==> config.mk <==
export PLATFORM = sky130hd
export DESIGN_NAME = quiz_round_ctrl
export DESIGN_NICKNAME = d
export VERILOG_FILES = /design/src/rtl/quiz_pkg.sv /design/src/rtl/tick_timer.sv /design/src/rtl/quiz_round_ctrl.sv
export SDC_FILE = /design/constraint.sdc
export NUM_CORES = 1
export LEC_CHECK = 0
export BUFFER_PORTS_ARGS = -buffer_cell sky130_fd_sc_hd__buf_2
export CAP_MARGIN = 40
export CORE_MARGIN = 2
export CORE_UTILIZATION = 38
export CTS_BUF_LIST = sky130_fd_sc_hd__clkbuf_4 sky130_fd_sc_hd__clkbuf_8
export CTS_CLUSTER_DIAMETER = 50
export DETAILED_ROUTE_END_ITERATION = 6
export HOLD_SLACK_MARGIN = 0.12
export MAX_ROUTING_LAYER = met4
export SKIP_LAST_GASP = 1
export SLEW_MARGIN = 20
export SYNTH_ARGS = -nofsm -noshare
export SYNTH_HDL_FRONTEND = slang
export SYNTH_HIERARCHICAL = 1
export SYNTH_SLANG_ARGS = --single-unit
==> constraint.sdc <==
create_clock -name clk -period 2.7 [get_ports clk]
set_input_delay 0.27 -clock clk [delete_from_list [all_inputs] [get_ports clk]]
set_output_delay 0.27 -clock clk [all_outputs]
set_load 0.01 [all_outputs]
==> src/rtl/quiz_pkg.sv <==
// rtl/quiz_pkg.sv - shared types and constants for the quiz round sequencer
//
// Purpose: state encoding, display-select codes, operator codes and switch
// indices shared by quiz_round_ctrl and its helpers.
package quiz_pkg;

    typedef enum logic [2:0] {
        ST_IDLE,
        ST_REQ,
        ST_SHOW1,
        ST_SHOW2,
        ST_SHOW3,
        ST_ANSWER,
        ST_RESULT,
        ST_DONE
    } state_e;

    localparam logic [1:0] DISP_BLANK = 2'd0;
    localparam logic [1:0] DISP_OP1   = 2'd1;
    localparam logic [1:0] DISP_OP2   = 2'd2;
    localparam logic [1:0] DISP_RES   = 2'd3;

    localparam logic [1:0] OP_ADD = 2'd0;
    localparam logic [1:0] OP_SUB = 2'd1;
    localparam logic [1:0] OP_MUL = 2'd2;
    localparam logic [1:0] OP_INV = 2'd3;

    localparam int         SW_PASS      = 3;
    localparam logic [3:0] SW_PASS_MASK = 4'b0001 << SW_PASS;

    // Switch pattern that answers the given operator; the invalid operator
    // has no answering switch, so nothing can match it.
    function automatic logic [3:0] op_onehot(input logic [1:0] op);
        logic [3:0] mask;
        mask = 4'b0000;
        case (op)
            OP_ADD:  mask = 4'b0001;
            OP_SUB:  mask = 4'b0010;
            OP_MUL:  mask = 4'b0100;
            OP_INV:  mask = 4'b0000;
            default: mask = 4'b0000;
        endcase
        return mask;
    endfunction

endpackage

==> src/rtl/tick_timer.sv <==
// rtl/tick_timer.sv - loadable tick down-counter for the timed quiz states
//
// Purpose: holds the remaining ticks of a timed state.
// Ports:
//   clk, reset - clock, synchronous active-high reset
//   load       - load load_val this cycle (wins over tick)
//   load_val   - value loaded on entry to a timed state (N-1)
//   tick       - slow enable pulse
//   count      - current count
//   expire     - tick while count is zero; the owner ignores it on load cycles
module tick_timer #(
    parameter int CNT_W = 6
) (
    input  logic             clk,
    input  logic             reset,
    input  logic             load,
    input  logic [CNT_W-1:0] load_val,
    input  logic             tick,
    output logic [CNT_W-1:0] count,
    output logic             expire
);

    logic [CNT_W-1:0] count_q;

    always_ff @(posedge clk) begin
        if (reset) begin
            count_q <= '0;
        end else if (load) begin
            count_q <= load_val;
        end else if (tick && (count_q != '0)) begin
            count_q <= count_q - CNT_W'(1);
        end
    end

    // Kept independent of load so the FSM can use it to decide the load
    // without forming a combinational loop.
    assign expire = tick & (count_q == '0);
    assign count  = count_q;

endmodule

==> src/rtl/quiz_round_ctrl.sv <==
// rtl/quiz_round_ctrl.sv - round sequencer for the arithmetic quiz game
//
// Purpose: requests a problem, cycles the three number displays, runs the
// timed answer window, judges the answer and keeps score/round count.
// Ports:
//   clk, reset     - clock, synchronous active-high reset
//   tick           - slow enable pulse from the divider
//   start          - begins a game from IDLE or DONE
//   gen_ack        - datapath has new operands and op_code
//   op_code        - operator of the current problem
//   switch         - answer buttons [0] add [1] sub [2] mul [3] pass
//   gen_req        - problem request, held until gen_ack
//   disp_sel       - shared display select
//   ans_left       - ticks left in the answer window, 0 elsewhere
//   score, round   - current score and completed rounds
//   correct, wrong - one-cycle judgement pulses
//   game_over      - high in DONE
module quiz_round_ctrl
    import quiz_pkg::*;
#(
    parameter int SHOW_TICKS   = 10,
    parameter int ANSWER_TICKS = 30,
    parameter int NUM_ROUNDS   = 9,
    parameter int MAX_SCORE    = 9,
    parameter int CNT_W        = 6
) (
    input  logic             clk,
    input  logic             reset,
    input  logic             tick,
    input  logic             start,
    input  logic             gen_ack,
    input  logic [1:0]       op_code,
    input  logic [3:0]       switch,
    output logic             gen_req,
    output logic [1:0]       disp_sel,
    output logic [CNT_W-1:0] ans_left,
    output logic [3:0]       score,
    output logic [3:0]       round,
    output logic             correct,
    output logic             wrong,
    output logic             game_over
);

    localparam logic [CNT_W-1:0] SHOW_LOAD   = CNT_W'(SHOW_TICKS - 1);
    localparam logic [CNT_W-1:0] ANSWER_LOAD = CNT_W'(ANSWER_TICKS - 1);
    localparam logic [3:0]       MAX_SCORE_C = 4'(MAX_SCORE);
    localparam logic [3:0]       ROUNDS_C    = 4'(NUM_ROUNDS);

    state_e     state_q;
    logic [1:0] op_q;
    logic [3:0] sw_prev_q;
    logic       gen_req_q;
    logic [1:0] disp_sel_q;
    logic [3:0] score_q;
    logic [3:0] round_q;
    logic       correct_q;
    logic       wrong_q;
    logic       game_over_q;

    logic             timer_load;
    logic [CNT_W-1:0] timer_load_val;
    logic [CNT_W-1:0] timer_count;
    logic             timer_expire;

    logic [3:0] sw_rise;
    logic       any_rise;
    logic       ans_hit;
    logic       pass_hit;
    logic [3:0] score_d;
    logic [3:0] round_d;

    tick_timer #(
        .CNT_W(CNT_W)
    ) u_timer (
        .clk      (clk),
        .reset    (reset),
        .load     (timer_load),
        .load_val (timer_load_val),
        .tick     (tick),
        .count    (timer_count),
        .expire   (timer_expire)
    );

    always_comb begin
        sw_rise  = switch & ~sw_prev_q;
        any_rise = |sw_rise;
        // Exactly one edge on the operator's switch; simultaneous edges never match.
        ans_hit  = (sw_rise == op_onehot(op_q));
        pass_hit = (sw_rise == SW_PASS_MASK);
        score_d  = (score_q < MAX_SCORE_C) ? score_q + 4'd1 : score_q;
        round_d  = round_q + 4'd1;

        // The timer loads in the same cycle the FSM enters a timed state, so
        // a tick in the first cycle of that state already counts.
        timer_load     = 1'b0;
        timer_load_val = '0;
        case (state_q)
            ST_REQ: begin
                if (gen_ack) begin
                    timer_load     = 1'b1;
                    timer_load_val = SHOW_LOAD;
                end
            end
            ST_SHOW1, ST_SHOW2: begin
                if (timer_expire) begin
                    timer_load     = 1'b1;
                    timer_load_val = SHOW_LOAD;
                end
            end
            ST_SHOW3: begin
                if (timer_expire) begin
                    timer_load     = 1'b1;
                    timer_load_val = ANSWER_LOAD;
                end
            end
            default: begin
            end
        endcase
    end

    always_ff @(posedge clk) begin
        if (reset) begin
            state_q     <= ST_IDLE;
            op_q        <= 2'd0;
            sw_prev_q   <= 4'd0;
            gen_req_q   <= 1'b0;
            disp_sel_q  <= DISP_BLANK;
            score_q     <= 4'd0;
            round_q     <= 4'd0;
            correct_q   <= 1'b0;
            wrong_q     <= 1'b0;
            game_over_q <= 1'b0;
        end else begin
            sw_prev_q <= switch;
            correct_q <= 1'b0;
            wrong_q   <= 1'b0;
            case (state_q)
                ST_IDLE: begin
                    if (start) begin
                        state_q   <= ST_REQ;
                        gen_req_q <= 1'b1;
                        score_q   <= 4'd0;
                        round_q   <= 4'd0;
                    end
                end
                ST_REQ: begin
                    if (gen_ack) begin
                        op_q       <= op_code;
                        gen_req_q  <= 1'b0;
                        disp_sel_q <= DISP_OP1;
                        state_q    <= ST_SHOW1;
                    end
                end
                ST_SHOW1: begin
                    if (timer_expire) begin
                        state_q    <= ST_SHOW2;
                        disp_sel_q <= DISP_OP2;
                    end
                end
                ST_SHOW2: begin
                    if (timer_expire) begin
                        state_q    <= ST_SHOW3;
                        disp_sel_q <= DISP_RES;
                    end
                end
                ST_SHOW3: begin
                    if (timer_expire) begin
                        state_q <= ST_ANSWER;
                    end
                end
                ST_ANSWER: begin
                    // An edge on the final tick still counts as an answer.
                    if (any_rise) begin
                        state_q    <= ST_RESULT;
                        disp_sel_q <= DISP_BLANK;
                        if (ans_hit) begin
                            correct_q <= 1'b1;
                            score_q   <= score_d;
                        end else if (!pass_hit) begin
                            wrong_q <= 1'b1;
                        end
                    end else if (timer_expire) begin
                        state_q    <= ST_RESULT;
                        disp_sel_q <= DISP_BLANK;
                        wrong_q    <= 1'b1;
                    end
                end
                ST_RESULT: begin
                    if (tick) begin
                        round_q <= round_d;
                        if (round_d == ROUNDS_C) begin
                            state_q     <= ST_DONE;
                            game_over_q <= 1'b1;
                        end else begin
                            state_q   <= ST_REQ;
                            gen_req_q <= 1'b1;
                        end
                    end
                end
                ST_DONE: begin
                    if (start) begin
                        state_q     <= ST_REQ;
                        gen_req_q   <= 1'b1;
                        game_over_q <= 1'b0;
                        score_q     <= 4'd0;
                        round_q     <= 4'd0;
                    end
                end
                default: begin
                    state_q <= ST_IDLE;
                end
            endcase
        end
    end

    assign ans_left  = (state_q == ST_ANSWER) ? timer_count + CNT_W'(1) : '0;
    assign gen_req   = gen_req_q;
    assign disp_sel  = disp_sel_q;
    assign score     = score_q;
    assign round     = round_q;
    assign correct   = correct_q;
    assign wrong     = wrong_q;
    assign game_over = game_over_q;

endmodule

Word level (Yosys, flattened, before mapping)
Cells that the tools add are included.

word-level totals
  input bits = 11
  bits in registers = 29

cells by class
  $lt $le $gt $ge = 1
  reductions and logical operators = 24
  add/sub/neg operators = 4
  bitwise operators = 5
  eq/ne operators = 26
  muxes and demuxes = 47

operator list
  operator                                                             count
  4-bit 2-to-1 mux                                                     7
  3-bit 2-to-1 mux                                                     9
  2-bit inequality test (second input constant)                        11
  3-bit case mux with 7 select lines                                   1
  6-bit 2-to-1 mux                                                     3
  4-bit case mux with 2 select lines                                   2
  4-bit case mux with 4 select lines                                   1
  5-bit case mux with 3 select lines                                   1
  5-bit AND reduction                                                  3
  1-bit 2-to-1 mux                                                     13
  3-bit == test (second input constant)                                4
  2-bit 2-to-1 mux                                                     5
  4-bit by 1-bit adder with 4-bit output (second input constant)       2
  4-bit == test (second input constant)                                2
  2-bit case mux with 4 select lines                                   1
  2-bit nonzero test                                                   4
  7-bit AND reduction                                                  1
  6-bit by 1-bit adder with 6-bit output (second input constant)       1
  3-bit by 2-bit == test with 1-bit output (second input constant)     2
  6-bit logical NOT                                                    1
  6-bit nonzero test                                                   1
  2-bit OR reduction                                                   3
  3-bit OR reduction                                                   2
  6-bit by 1-bit subtractor with 6-bit output (second input constant)  1
  23 further kinds                                                     26

Logic depth before layout (Yosys ltp)
  word-level depth = 6
  mapped depth = 11

Modules after synthesis
Netlist, hierarchy kept.

by module, submodules not included
  module           cells an instance  times used  area an instance (um2)  sequential area each (um2)
  quiz_round_ctrl  174                1           1,428.9                 460.4
  tick_timer       52                 1           411.6                   120.1

Least setup slack after synthesis
OpenSTA, ideal clock, no wires.

  kind = reg2reg
  start point = register u_timer.count_q[0] (netlist: u_timer/count[0])
  end point = register u_timer.count_q[1] (netlist: u_timer/count[1])
  cell stages (with the launch flop) = 12
  period minus slack after synthesis = 2.396 ns
  required time = 2.609 ns
  slack = 0.304 ns
  data arrival time = 2.305 ns
  cell sequence = dfxtp_1 > inv_1 > ha_1 > nor2b_1 > and3_1 > nand2_1 > nor3_1 > a21o_1 > clkbuf_1 > inv_1 > o2111a_1 > a311oi_1

on the way
  word-level cells in the longest chain between the ends = 5
  elaborated cells between the ends (all ways) = 10
  classes of those cells = add/sub (1); mux (4); bitwise (1); reduce/logical (4)

ends and longest elaborated chain
  item                                                           RTL line                                        RTL
  from (decl)                                                    tick_timer.sv:23                                logic [CNT_W-1:0] count_q;
  from (signal assigned)                                         tick_timer.sv:29                                count_q <= load_val;
  from (signal assigned)                                         tick_timer.sv:31                                count_q <= count_q - CNT_W'(1);
  6-bit logical NOT (*)                                          tick_timer.sv:37                                assign expire = tick & (count_q == '0);
  1-bit AND (*)                                                  tick_timer.sv:37
  named net timer_expire                                         quiz_round_ctrl.sv:63                           logic timer_expire;
  1-bit 2-to-1 mux (*)                                           quiz_round_ctrl.sv:105, quiz_round_ctrl.sv:111
  1-bit case mux with 2 select lines (*)                         quiz_round_ctrl.sv:97                           case (state_q)
  named net timer_load                                           quiz_round_ctrl.sv:60                           logic timer_load;
  6-bit 2-to-1 mux / 2-bit nonzero test (equally long branches)  n/a

The timed path passes the listed nets; every way through them passes the cells marked *. The select of a mux whose other input is x is not followed.
A chain may end at the register's enable or synchronous reset.

Final worst setup path
Ends and elaborated chain as after synthesis.

==> summary by stage <==
Synth
The share of the Yosys chip area taken by registers is 0.315. Summing every instance area after synthesis gives 0.00184 mm2. The synthesis warning total is 6. The gate count of the mapped netlist is 226.

The share of flip-flops with an asynchronous set or reset is 0. After synthesis the netlist holds a flip-flop and latch count of 29. Yosys mapped a number of flops with a built-in enable equal to 0. Among all flip-flop cells after synthesis, the most frequent one is sky130_fd_sc_hd__dfxtp_1. The mean instance size in the synthesized netlist is 8.14 um2. The number of different library cells used by synthesis comes to 54.

Drt
The DRC violation count after routing is 0. In the final routed layout, each cell accounts on average for 13.7 um. The number of search-and-repair iterations in the first detailed-routing pass is 4.

The number of vias in the routed layout is 1710. The first routing iteration left 101 violations. Wires add up to 4.26 mm.

Once detail routing completed, the nets flagged for antenna violations numbered 0. In the routed layout, each cell is associated on average with a via count of ~5.5.

Setup path
STA classifies the critical path startpoint as a register. The slowest cell on the critical path is sky130_fd_sc_hd__dfxtp_1. Data on the critical path is required at its endpoint by roughly 2900 ps. The most used cell along the critical path is sky130_fd_sc_hd__inv_1. The slack of the worst reg-to-reg path is between 300 and 400 ps.

The largest fanout of any net on the critical path is 9. Walking the worst path, the cells encountered are inv_1 > ha_1 > nor2b_1 > and3_1 > nand2_1 > nor3_2 > a21o_1 > inv_1 > o2111a_1 > a311oi_1. The largest incremental delay on the critical path is a little under 400 ps. Data arrives at the worst endpoint at approximately 2600 ps. The most critical setup path has its startpoint at u_timer/count[0]. The critical path is of the reg2reg type. The worst register-to-register path begins at u_timer/count[0]. The endpoint kind of the worst setup timing path is a register.

Clock network
The number of buffers added by the clock tree synthesis step is 5. The count of hold buffers inserted by post-cts repair is 0. The post-CTS repair timing setup buffer count is 0.

The clock edge transition at the registers on the reported setup and hold paths is 70 ps. In this run the deepest clock path goes through 2 buffers. The CTS tree is built. The root buffer cell chosen for the clock tree is sky130_fd_sc_hd__clkbuf_8.

At the later pin of the worst-skew pair, clock insertion delay measures 290 ps. Gates resized during post-CTS repair numbered 0. The H-tree was split into 2 levels. The number of sinks on the clock net is 29.

Timing
The number of endpoints failing setup at the final stage is 0. The final count of pins violating max slew is 0. Across the routed clock network, the largest skew measured is 8.59 ps.

Dividing the final minimum period by the clock period gives 0.879. Across all hold checks on the routed design, the worst slack comes to roughly 220 ps. Setup repair after global routing left no endpoint under its margin.

For the final routed database, the setup TNS stands at 0 ps. The final hold violation count is 0. The achievable frequency is about 420 MHz. The max-slew headroom at the worst pin is 0.564.

The least setup slack across all paths after layout is between 300 and 400 ps. The smallest clock period supported by the final layout is computed as about 2400 ps. For the pin with the worst max-slew slack, the measured transition is 650 ps.

Power and ir drop
The reported leakage power is 0.887 nW. IR analysis of the VDD net gives a maximum drop of roughly 0.33 mV. Dividing total power by cell area gives a power density of 880 mW/mm2. The post-layout total power is 1.88 mW.

Floorplanning
Row generation in the floorplan step produced 25 rows. The die covers between 0.005 and 0.006 mm2. The die is ~74 um wide. The floorplan step set the die height to 73.6 um. After floorplanning, the core was sized to cover 0.00469 mm2. During I/O placement, the number of pins put on the boundary was 31. The initial core utilization is 0.392.

Global route
The number of global-route vias before repair was 1556. The first global-routing pass estimated 7.25 mm of wire. The number of antenna violations at the first check in global routing is 0. The total track usage is 0.178. The total overflow left after global routing is 0. Entering global routing, the biggest net connects 30 pins.

Place
The placed instances occupy a cell area of 0.00203 mm2. The number of port buffers is 30. Including well taps, the total number of placed cells is 303. The HPWL after detailed placement is 3.00 mm. Routability-driven placement finished with a final weighted congestion of 0.839. The worst slack at placement is 286 ps.

Final layout
For this run, the share of the core covered by cells in the final layout is 0.455. The most frequent standard cell in the layout excluding fill and tap cells is sky130_fd_sc_hd__buf_2. Summing all non-filler instances in the final layout gives an area of between 0.002 and 0.0025 mm2. The fraction of final layout cells with drive strength greater than 1 is 0.198.

The number of filler cells placed in the layout is just under 500. Leaving out filler cells and counting taps, the final layout contains 311. The growth of design area from synthesis to finish is 15.9%. The count of antenna diodes in the layout is 0.

The number of nets in the layout is 274. The top cell types in the final layout, fill and taps aside, are sky130_fd_sc_hd__buf_2 (30), sky130_fd_sc_hd__dfxtp_1 (29), sky130_fd_sc_hd__nor2_1 (24), sky130_fd_sc_hd__a21oi_1 (18), sky130_fd_sc_hd__inv_1 (14).

Min path
The path class of the lowest-slack min-delay path is in2reg. The worst hold path begins at switch[2].

Run status
The flow ran to the end, and the final reports show no timing, DRC or antenna violations.

Run
The number of max-cap violations is 0.
## cells in the mapped netlist (5+ instances only)
library cell / n / area, um2
sky130_fd_sc_hd__a21o_1: 8 / 60.1
sky130_fd_sc_hd__nor3_1: 9 / 45.0
sky130_fd_sc_hd__nor2b_1: 7 / 43.8
sky130_fd_sc_hd__nor2_1: 24 / 90.1
sky130_fd_sc_hd__ha_1: 7 / 87.6
sky130_fd_sc_hd__nand3_1: 9 / 45.0
sky130_fd_sc_hd__clkbuf_1: 5 / 18.8
sky130_fd_sc_hd__nand2_1: 10 / 37.5
sky130_fd_sc_hd__inv_1: 14 / 52.6
sky130_fd_sc_hd__dfxtp_1: 29 / 581
sky130_fd_sc_hd__a21oi_1: 18 / 90.1
sky130_fd_sc_hd__o21ai_0: 9 / 45.0
sky130_fd_sc_hd__nand2b_1: 7 / 43.8
## final cells by class
type	instances	area, um2	share of cell area
Inverter	14	52.6	0.0246
Tap cell	54	67.6	0.0317
Timing Repair Buffer	32	165	0.0774
Clock buffer	7	96.3	0.0452
Multi-Input combinational cell	174	1170	0.547
Clock inverter	1	5.00	0.00235
Sequential cell	29	581	0.272
## worst paths after layout
check,end,cells after the start
worst max-delay path,u_timer/count[1],10
worst min-delay path,sw_prev_q[2],2
worst max register to register,u_timer/count[1],10
worst min register to register,disp_sel[0],2
## report_power, final
group / total, mW / switching [mW] / internal [mW]
clock network: 0.406 / 0.176 / 0.230
registers: 0.673 / 0.158 / 0.514
logic: 0.799 / 0.452 / 0.347
## layer usage
metal  global-route usage  share of wire  vias to the layer above
li1                     -              -                      882
met4               0.0646          0.012                        0
met2                0.273           0.46                       43
met1                0.227           0.48                      781
met5                    -              0                        -
met3               0.0425          0.044                        4
## state kept, by name (all words and copies together), names as in the netlist
register	cells
sw_prev_q	4
score	4
state_q	3
correct	1
op_q	2
u_timer/count	6
gen_req	1
wrong	1
round	4
game_over	1
disp_sel	2
## critical path, delay by kind of cell (launching register included)
| kind | cells | cell delay (ps) |
|---|---|---|
| AO/OA/AOI/OAI | 3 | 530 |
| adder cells (fa/ha/maj) | 1 | 180 |
| buffers and inverters | 2 | 240 |
| flip-flops | 1 | 390 |
| AND/OR/NAND/NOR | 4 | 930 |
## cells by family after synthesis
logic type | share of synthesized area
and+or+nand+nor | 0.285
AOI/OAI and AO/OA | 0.250
DFF | 0.315
buffers and inverters | 0.0557
adders and majority gates | 0.0476
muxes | 0.0109
xor gates and xnor gates | 0.0333
other | 0.00204
Power figures use the tool's default switching activity.
